$ cat src/rtl/score_pkg.sv
// Shared constants, types and helpers for the score overlay renderer.
package score_pkg;

  localparam int GLYPH_W = 16;
  localparam int GLYPH_H = 16;

  typedef logic [3:0] bcd_t;

  // Digit code the glyph ROM renders as an all-blank cell.
  localparam bcd_t GLYPH_BLANK = 4'hF;

  function automatic logic bcd_is_nine(input bcd_t d);
    return (d == 4'd9);
  endfunction

endpackage

$ cat src/rtl/bcd_counter.sv
// Saturating multi-digit BCD up-counter with synchronous clear.
module bcd_counter
  import score_pkg::*;
#(
  parameter int DIGITS = 4
) (
  input  logic                  clk,
  input  logic                  reset,
  input  logic                  inc,
  input  logic                  clr,
  output logic [4*DIGITS-1:0]   value,
  output logic                  max
);

  logic [4*DIGITS-1:0] next_s;
  logic                next_max_s;
  logic                carry_s;
  bcd_t                digit_s;

  // Ripple-carry BCD increment; max is precomputed so it moves with value.
  always_comb begin
    next_s     = value;
    carry_s    = inc & ~max;
    digit_s    = 4'd0;
    next_max_s = 1'b1;
    if (clr) begin
      next_s = '0;
    end else begin
      for (int i = 0; i < DIGITS; i++) begin
        digit_s = value[4*i +: 4];
        if (carry_s) begin
          if (bcd_is_nine(digit_s)) begin
            next_s[4*i +: 4] = 4'd0;
          end else begin
            next_s[4*i +: 4] = digit_s + 4'd1;
            carry_s          = 1'b0;
          end
        end else begin
          next_s[4*i +: 4] = digit_s;
        end
      end
    end
    for (int i = 0; i < DIGITS; i++) begin
      next_max_s = next_max_s & bcd_is_nine(next_s[4*i +: 4]);
    end
  end

  // Counter state and saturation flag.
  always_ff @(posedge clk or posedge reset) begin
    if (reset) begin
      value <= '0;
      max   <= 1'b0;
    end else begin
      value <= next_s;
      max   <= next_max_s;
    end
  end

endmodule

$ cat src/rtl/score_renderer.sv
// Score overlay: BCD score, per-frame display latch and a two-stage
// pixel pipeline that addresses an external glyph ROM.
module score_renderer
  import score_pkg::*;
#(
  parameter int DIGITS = 4,
  parameter int X0     = 16,
  parameter int Y0     = 16
) (
  input  logic                  clk,
  input  logic                  reset,
  input  logic                  score_inc,
  input  logic                  score_clr,
  input  logic                  frame_start,
  input  logic                  px_valid,
  input  logic [9:0]            px_x,
  input  logic [9:0]            px_y,
  output logic [3:0]            glyph_digit,
  output logic [3:0]            glyph_line,
  input  logic [15:0]           glyph_data,
  output logic                  pixel_on,
  output logic                  pixel_valid,
  output logic [4*DIGITS-1:0]   score_bcd,
  output logic                  score_max
);

  localparam logic [9:0] X_LO = 10'(X0);
  localparam logic [9:0] X_HI = 10'(X0 + GLYPH_W * DIGITS);
  localparam logic [9:0] Y_LO = 10'(Y0);
  localparam logic [9:0] Y_HI = 10'(Y0 + GLYPH_H);

  logic [4*DIGITS-1:0] disp_r;
  logic [9:0]          dx_s;
  logic [3:0]          dy_s;
  logic [5:0]          k_s;
  logic                in_box_s;
  bcd_t                sel_s;
  bcd_t                digit_s;
  logic [3:0]          line_s;
  logic [3:0]          col_s;
  logic [3:0]          col_r;
  logic                in_box_r;
  logic                valid_r;

  bcd_counter #(
    .DIGITS (DIGITS)
  ) u_counter (
    .clk   (clk),
    .reset (reset),
    .inc   (score_inc),
    .clr   (score_clr),
    .value (score_bcd),
    .max   (score_max)
  );

  // Box hit test and glyph address; column k counts from the leftmost digit.
  always_comb begin
    dx_s     = px_x - X_LO;
    dy_s     = px_y[3:0] - Y_LO[3:0];
    k_s      = dx_s[9:4];
    in_box_s = px_valid && (px_x >= X_LO) && (px_x < X_HI) &&
               (px_y >= Y_LO) && (px_y < Y_HI);
    sel_s    = 4'd0;
    for (int i = 0; i < DIGITS; i++) begin
      sel_s = sel_s | ((k_s == 6'(DIGITS - 1 - i)) ? disp_r[4*i +: 4] : 4'd0);
    end
    if (in_box_s) begin
      digit_s = sel_s;
      line_s  = dy_s;
      col_s   = dx_s[3:0];
    end else begin
      digit_s = GLYPH_BLANK;
      line_s  = 4'd0;
      col_s   = 4'd0;
    end
  end

  // Display copy and stage-1 registers; the copy sees the pre-update score.
  always_ff @(posedge clk or posedge reset) begin
    if (reset) begin
      disp_r      <= '0;
      glyph_digit <= 4'd0;
      glyph_line  <= 4'd0;
      col_r       <= 4'd0;
      in_box_r    <= 1'b0;
      valid_r     <= 1'b0;
    end else begin
      if (frame_start) begin
        disp_r <= score_bcd;
      end
      glyph_digit <= digit_s;
      glyph_line  <= line_s;
      col_r       <= col_s;
      in_box_r    <= in_box_s;
      valid_r     <= px_valid;
    end
  end

  // Stage 2: pick the glyph bit; bit 15 of the ROM row is the leftmost pixel.
  always_ff @(posedge clk or posedge reset) begin
    if (reset) begin
      pixel_on    <= 1'b0;
      pixel_valid <= 1'b0;
    end else begin
      pixel_on    <= in_box_r & glyph_data[4'd15 - col_r];
      pixel_valid <= valid_r;
    end
  end

endmodule
$ cat config.mk
export PLATFORM = sky130hd
export DESIGN_NAME = score_renderer
export DESIGN_NICKNAME = d
export VERILOG_FILES = /design/src/rtl/score_pkg.sv /design/src/rtl/bcd_counter.sv /design/src/rtl/score_renderer.sv
export SDC_FILE = /design/constraint.sdc
export NUM_CORES = 1
export LEC_CHECK = 0
export CELL_PAD_IN_SITES_DETAIL_PLACEMENT = 0
export CELL_PAD_IN_SITES_GLOBAL_PLACEMENT = 2
export CORE_UTILIZATION = 27
export CTS_BUF_LIST = sky130_fd_sc_hd__clkbuf_16
export DETAILED_ROUTE_END_ITERATION = 12
export GPL_TIMING_DRIVEN = 0
export MAX_ROUTING_LAYER = met4
export PLACE_DENSITY_LB_ADDON = 0.1
export SYNTH_ARGS = -nofsm -noshare
export SYNTH_HDL_FRONTEND = slang
export SYNTH_SLANG_ARGS = --single-unit
$ cat constraint.sdc
create_clock -name clk -period 2 [get_ports clk]
set_clock_uncertainty 0.05 [all_clocks]
set_input_delay 0.3 -clock clk [delete_from_list [all_inputs] [get_ports clk]]
set_output_delay 0.3 -clock clk [all_outputs]
set_load 0.02 [all_outputs]
==> metrics.md, run 1 <==
| Metric | Value |
|---|---|
| Outcome | finished clean |
| Reg2reg setup slack | 0.03 ns |
| Htree depth | 2 |
| Post-synth top cells | dfrtp_1 (49), nor2_1 (18), mux2_2 (16) |
| TritonRoute pass-1 iters | 4 |
| RR Startpoint | u_counter.value[0] |
| CP Class | primary input to register |
| Tcrit/Tclk final | 0.993 |
| Seq pwr share | 0.496 |
| DRT antenna net count | 0 |
| Fill cells | 838 |
| Post-synth EDFFs | 0 |
| Via count | 1833 |
| Final Max Slew Viols | 0 |
| Sequential-to-total area share from yosys stat | 0.525 |
| Gpl congestion | 0.755 |
| Die area | 9030 sq um |
| CTS buffer count | 5 |
| Die Span X | 95.0 um |
| Reg2Reg Capture Point | u_counter.max |
| Post-DP HPWL | 4.16 mm |
| Int Pwr | 1.58 mW |
| Tmin final | 1.99 ns |
| Worst hold path type | primary input to async pin |
| Sw Share | 0.223 |
| CTS Sinks | 49 |
| Slew @ Worst Pin | 0.548 ns |
| Largest net degree at the start of global routing | 28 |
| Multi-input combinational cell area | 1070 sq um |
| YS warnings | 0 |
| Clk pin slew, worst setup/hold paths | 0.07 ns |
| Critical Path Start Type | primary input |
| Switching Power | 0.453 mW |
| Hold WS | 0.308 ns |
| WP data required | 2.14 ns |
| IO Pins | 69 |
| Antenna violations before repair | 0 |
| Setup WS pre-CTS | -0.324 ns |
| Layout area overhead | 44.3% |
| R2R depth | 6 |
| Worst-path fanout max | 5 |
| Die span in y | 95.0 um |
| Placed cell area | 3150 sq um |
| RSZ-0062 raised after global routing | yes |
| FF+latch count, synth | 49 |
| Root buffer cell | clkbuf_16 |
| # setup viols final | 0 |
| Comb power frac | 0.104 |
| Max IR drop VDD | 0.352 mV |
| Initial DRC Count | 51 |
| Final WS setup | 0.0150 ns |
| CTS Hold Bufs | 0 |
| Cell accounting for the most synthesized area | dfrtp_1 |
| Clk pwr share | 0.401 |
| Syn Inst Count | 202 |
| Clk buf depth | 2 |
| Total Routing Usage GR | 0.138 |
| Final hold viol count | 0 |
| LEAKAGE | 1.41 nW |
| Port bufs | 66 |
| Syn_area_per_cell | 11.6 sq um |
| Area of the core | 8300 sq um |
| Storage cell area | 1230 sq um |
| DRC errors left | 0 |
| Row cnt | 33 |
| GRT overflow | 0 |
| Post-route cell area | 3370 sq um |
| Netlist Area Pre-Place | 2340 sq um |
| Final net count | 327 |
| Post-synth top area share | 0.525 |
| Initial Util | 0.281 |
| Worst slew margin | 0.634 |
| Cell Pwr Density | 604 nW/um^2 |
| Synth cell types | 40 |
| Top-count cell post-synth | dfrtp_1 |
| Max-cap violations | 0 |
| Share of cells above drive strength 1 | 0.176 |
| Synth Flop Type | dfrtp_1 |
| Post-synth ARST share | 1.00 |
| Vias in the first global route | 1868 |
| CP Capture Type | register |
| Clock Latency Late Sink | 0.29 ns |
| Per-cell routed wire length | 14.9 um |
| CTS tree | done |
| Vias per cell | 4.71 |
| Post-Syn Nets | 246 |
| F_max | 0.504 GHz |
| First-pass GRT wire length | 9.23 mm |
| Top cells by area, synth | dfrtp_1 (52%), mux2_2 (7.7%), mux4_2 (4.8%), and2_1 (2.9%), nor2_1 (2.9%) |
| Diode count | 0 |
| Data arrival time of the worst path | 2.13 ns |
| Routed WL | 5.79 mm |
==> through the flow <==
step | cells | total power, mW | setup TNS (ns) | utilization
floorplan | 202 | 1.11 | 0 | -
global placement | 373 | 1.22 | -31.86 | 0.377
detailed placement | 374 | 1.23 | -1.74 | 0.380
CTS | 389 | 2.07 | 0 | 0.403
global route | 389 | 2.13 | -0.0472 | 0.406
finish | 389 | 2.03 | 0 | 0.406
==> worst max path at each step <==
| stage | from | end | slack [ns] | cells past startpoint |
|---|---|---|---|---|
| after floorplan | u_counter.value[0] | u_counter.max | 0.05 | 6 |
| after global placement | reset | u_counter.value[0] | -0.77 | 2 |
| after detailed placement | score_inc | u_counter.max | -0.32 | 7 |
| after CTS | score_inc | u_counter.max | 0.008 | 6 |
| after global routing | u_counter.value[1] | u_counter.max | -0.05 | 8 |
| final | score_inc | u_counter.max | 0.01 | 5 |
==> registers in the layout, summed over array words and instances, names as in the netlist <==
register,flops
disp_r,16
u_counter.value,16
col_r,4
glyph_digit,4
glyph_line,4
in_box_r,1
pixel_on,1
pixel_valid,1
u_counter.max,1
valid_r,1
==> worst max-delay path, cell delays in order <==
cell	delay, ns
clkdlybuf4s50_1	0.47
or2b_4	0.29
a211o_1	0.29
or4_1	0.52
nor4_2	0.26
==> kinds of logic (layout without fill, tap and decap cells) <==
kind of cell | after synthesis | count (layout) | synth area share
AOI/OAI and AO/OA | 26 | 26 | 0.0728
xor gates and xnor gates | 10 | 10 | 0.0375
adders and majority gates | 2 | 2 | 0.0107
buffers and inverters | 15 | 97 | 0.0268
DFF | 49 | 49 | 0.525
muxes | 26 | 26 | 0.147
and+or+nand+nor | 74 | 74 | 0.181
==> power groups by stage <==
stage	registers [mW]	logic [mW]	clock network, mW
2_1_floorplan	1.04	0.0756	0
3_3_place_gp	1.03	0.189	0
3_5_place_dp	1.03	0.195	0
4_1_cts	1.01	0.214	0.843
5_1_grt	1.01	0.232	0.887
6_report	1.01	0.211	0.815
==> layout by cell type (no fill, tap or decap), types with 3 or more instances in the layout <==
master           netlist  final
a21oi_1                8      8
a22oi_1                4      4
and2_1                11     11
buf_4                  1      9
clkbuf_1               4      3
clkbuf_16              0      5
clkdlybuf4s50_1        0     66
dfrtp_1               49     47
inv_1                  7      7
mux2_2                16     16
mux2i_1                5      5
mux4_2                 5      5
nand2_1                6      6
nand2b_1               3      3
nand3_1                3      3
nand4_1                3      3
nor2_1                18     18
nor2b_1                7      7
nor3_1                 7      7
o21ai_0                6      5
o221ai_1               4      4
or3_1                  3      3
xnor2_1                5      4
xor2_1                 5      5
==> area by class of cell <==
type,count,share of cell area
inverter,7,0.00780
clock buffer,5,0.0371
tap,105,0.0390
sequential,49,0.365
buffer,8,0.0119
clock inverter,3,0.00408
timing repair buffer,74,0.218
multi-input combinational,138,0.318
==> per-layer routing <==
| layer | up-vias | wire, um | track usage |
|---|---|---|---|
| li1 | 882 | - | - |
| met1 | 882 | 2670 | 0.174 |
| met2 | 63 | 2600 | 0.220 |
| met3 | 6 | 452 | 0.0327 |
| met4 | 0 | 69 | 0.0442 |
| met5 | - | 0 | - |
==> repair_timing <==
item | 4_1_cts | 5_1_grt
resized for setup | 2 | 8
endpoints found under the setup margin | 1 | 6
pin swaps | 1 | 1
setup buffers | 7 | 0
Power figures use the tool's default switching activity.
==> inputs of run 2 (changes only) <==
--- a/config.mk
+++ b/config.mk
@@ -9,6 +9,7 @@
 export CELL_PAD_IN_SITES_GLOBAL_PLACEMENT = 2
 export CORE_UTILIZATION = 27
 export CTS_BUF_LIST = sky130_fd_sc_hd__clkbuf_16
+export CTS_CLUSTER_SIZE = 8
 export DETAILED_ROUTE_END_ITERATION = 12
 export GPL_TIMING_DRIVEN = 0
 export MAX_ROUTING_LAYER = met4
==> results of run 2 <==
The final DEF is identical to that of run 1; final timing and power are the same.
==> inputs of run 3 (changes only) <==
==> constraint.sdc (replaced) <==
create_clock -name clk -period 1.8 [get_ports clk]
set_clock_uncertainty 0.05 [all_clocks]
set_input_delay 0.27 -clock clk [delete_from_list [all_inputs] [get_ports clk]]
set_output_delay 0.27 -clock clk [all_outputs]
set_load 0.02 [all_outputs]
==> run 3 against run 2 <==
  * Largest power group unchanged
  * Global-route usage increased by 0.053 points
  * Final area grew 4.0%
  * The run now ends with setup timing left
  * Routed wire length down 0.36%
  * Sequential power is 11% higher
  * Register-to-register slack worse by 0.18 ns
  * Critical endpoint unchanged
  * Via count is 0.38% higher
==> metrics.md, run 3 (same netlist as run 1, synthesis figures left out) <==
| Metric | Value |
|---|---|
| Outcome | finished, violations left (was finished clean) |
| Failing checks | setup timing |
| F_max | 0.513 GHz |
| Clk buf depth | 2 (unchanged) |
| LEAKAGE | 1.43 nW (was 1.41 nW) |
| Worst slew margin | 0.619 (was 0.634) |
| Slew @ Worst Pin | 0.572 ns (was 0.548 ns) |
| Seq pwr share | 0.464 (was 0.496) |
| Initial DRC Count | 75 (was 51) |
| Antenna violations before repair | 0 (unchanged) |
| IO Pins | 69 (unchanged) |
| GRT overflow | 0 (unchanged) |
| Total Routing Usage GR | 0.139 (was 0.138) |
| Share of cells above drive strength 1 | 0.242 (was 0.176) |
| Final Max Slew Viols | 0 (unchanged) |
| CTS tree | done (unchanged) |
| Port bufs | 66 (unchanged) |
| Die Span X | 95.0 um (unchanged) |
| Post-Route M1 WL | 2.67 mm (about the same) |
| Tmin final | 1.95 ns |
| Setup TNS | -0.319 ns (was 0 ns) |
| Final hold viol count | 0 (unchanged) |
| Int Pwr | 1.91 mW (was 1.58 mW) |
| Tcrit/Tclk final | 1.08 |
| CTS Sinks | 49 (unchanged) |
| Post-DP HPWL | 4.14 mm (was 4.16 mm) |
| Per-cell routed wire length | 14.8 um (was 14.9 um) |
| Gpl congestion | 0.710 (was 0.755) |
| Die span in y | 95.0 um (unchanged) |
| Metal3 WL | 433 um (was 452 um) |
| Met2 wire length | 2.54 mm (was 2.60 mm) |
| Routed WL | 5.77 mm (was 5.79 mm) |
| Most common cell after layout, fill and taps aside | clkdlybuf4s50_1 (unchanged) |
| Clk pwr share | 0.437 (was 0.401) |
| CP Capture Type | register (unchanged) |
| Initial Util | 0.281 (unchanged) |
| Via count | 1840 (was 1833) |
| Final WS setup | -0.151 ns (was 0.0150 ns) |
| Fill cells | 790 (was 838) |
| Clk pin slew, worst setup/hold paths | 0.07 ns (about the same) |
| Core Util, Final | 0.422 (was 0.406) |
| Worst-path fanout max | 5 (unchanged) |
| Root buffer cell | clkbuf_16 (unchanged) |
| Layout area overhead | 50.0% (was 44.3%) |
| Die area | 9030 sq um (unchanged) |
| Sw Share | 0.212 (was 0.223) |
| Switching Power | 0.514 mW (was 0.453 mW) |
| Top Metal Used | met4 (unchanged) |
| Data arrival time of the worst path | 2.06 ns (was 2.13 ns) |
| Row cnt | 33 (unchanged) |
| Critical Path Start Type | register (was primary input) |
| # setup viols final | 4 (was 0) |
| Max-cap violations | 0 (unchanged) |
| Hold WS | 0.230 ns (was 0.308 ns) |
| Reg2reg setup slack | -0.15 ns (was 0.03 ns) |
| Vias per cell | 4.72 (was 4.71) |
| Clock Latency Late Sink | 0.29 ns (about the same) |
| Max IR drop VDD | 0.410 mV (was 0.352 mV) |
| CTS buffer count | 5 (unchanged) |
| Area of the core | 8300 sq um (unchanged) |
| CP Class | register to register (was primary input to register) |
| TritonRoute pass-1 iters | 4 (unchanged) |
| DRC errors left | 0 (unchanged) |
| RR Startpoint | u_counter.value[1] (was u_counter.value[0]) |
| RSZ-0062 raised after global routing | yes (unchanged) |
| Vias in the first global route | 1817 (was 1868) |
| Diode count | 0 (unchanged) |
| Total power | 2.42 mW (was 2.03 mW) |
| Setup WS pre-CTS | -0.507 ns (was -0.324 ns) |
| CTS Hold Bufs | 0 (unchanged) |
| Final net count | 328 (was 327) |
| Htree depth | 2 (unchanged) |
| Worst hold path type | primary input to async pin (unchanged) |
| Largest net degree at the start of global routing | 34 (was 28) |
| Worst Setup SP | u_counter.value[1] (was score_inc) |
| Comb power frac | 0.099 (was 0.104) |
| DRT antenna net count | 0 (unchanged) |
| First-pass GRT wire length | 9.16 mm (was 9.23 mm) |
| Cell Pwr Density | 691 nW/um^2 (was 604 nW/um^2) |
| Commonest cells after routing, fill and taps aside | clkdlybuf4s50_1 (65), dfrtp_1 (41), nor2_1 (18), mux2_2 (16), and2_1 (10) (was clkdlybuf4s50_1 (66), dfrtp_1 (47), nor2_1 (18), mux2_2 (16), and2_1 (11)) |
| WP data required | 1.91 ns (was 2.14 ns) |
| Largest regs | disp_r: 16 flops, u_counter.value: 16 flops (unchanged) |
-- run 3: cell type report --
type / instances / area [sq um] / share of cell area
inverter: 7 / 26.3 / 0.00750
tap: 105 / 131 / 0.0375
sequential: 49 / 1240 / 0.353
multi-input combinational: 138 / 1150 / 0.328
clock inverter: 3 / 41.3 / 0.0118
timing repair buffer: 76 / 754 / 0.215
clock buffer: 5 / 125 / 0.0357
buffer: 7 / 38.8 / 0.0111
-- run 3: through the flow --
stage | std cells | area (sq um)
after CTS | 389 | 3420
after detailed placement | 374 | 3150
after global placement | 373 | 3130
after global routing | 390 | 3500
final | 390 | 3500
after floorplan | 202 | 2340
-- run 3: metal layers --
layer | track usage | vias up
li1 | - | 883
met1 | 0.175 | 882
met2 | 0.214 | 65
met3 | 0.0319 | 10
met4 | 0.0593 | 0
met5 | - | -
-- run 3: path summary, 6_finish.rpt --
| kind | end | depth (start not counted) |
|---|---|---|
| max | u_counter.max | 9 |
| min | pixel_valid | 2 |
| max reg2reg | u_counter.max | 9 |
| min reg2reg | pixel_valid | 0 |
| max in group asynchronous | u_counter.value[0] | 3 |
| min in group clk | pixel_valid | 0 |
-- run 3: power by group through the flow --
stage               Clock (mW)  Sequential (mW)  Combinational (mW)
detailed placement           0             1.15               0.215
global placement             0             1.15               0.210
finish                    1.06             1.12               0.240
global route              1.15             1.13               0.265
CTS                       1.09             1.12               0.237
floorplan                    0             1.15              0.0844
-- run 3: what timing repair did --
item,in CTS,in global routing
buffers inserted,8,1
pin swaps,7,1
gates resized for setup,11,20
endpoints found under the setup margin,12,12
-- run 3: worst max-delay path: stages, from the launching register on --
cell and delay (ns):
dfrtp_2 0.41, inv_2 0.07, ha_4 0.12, and4b_1 0.22, buf_6 0.12, nand4_1 0.13, buf_4 0.19, and3_4 0.17
o211ai_1 0.29, nor4_4 0.05
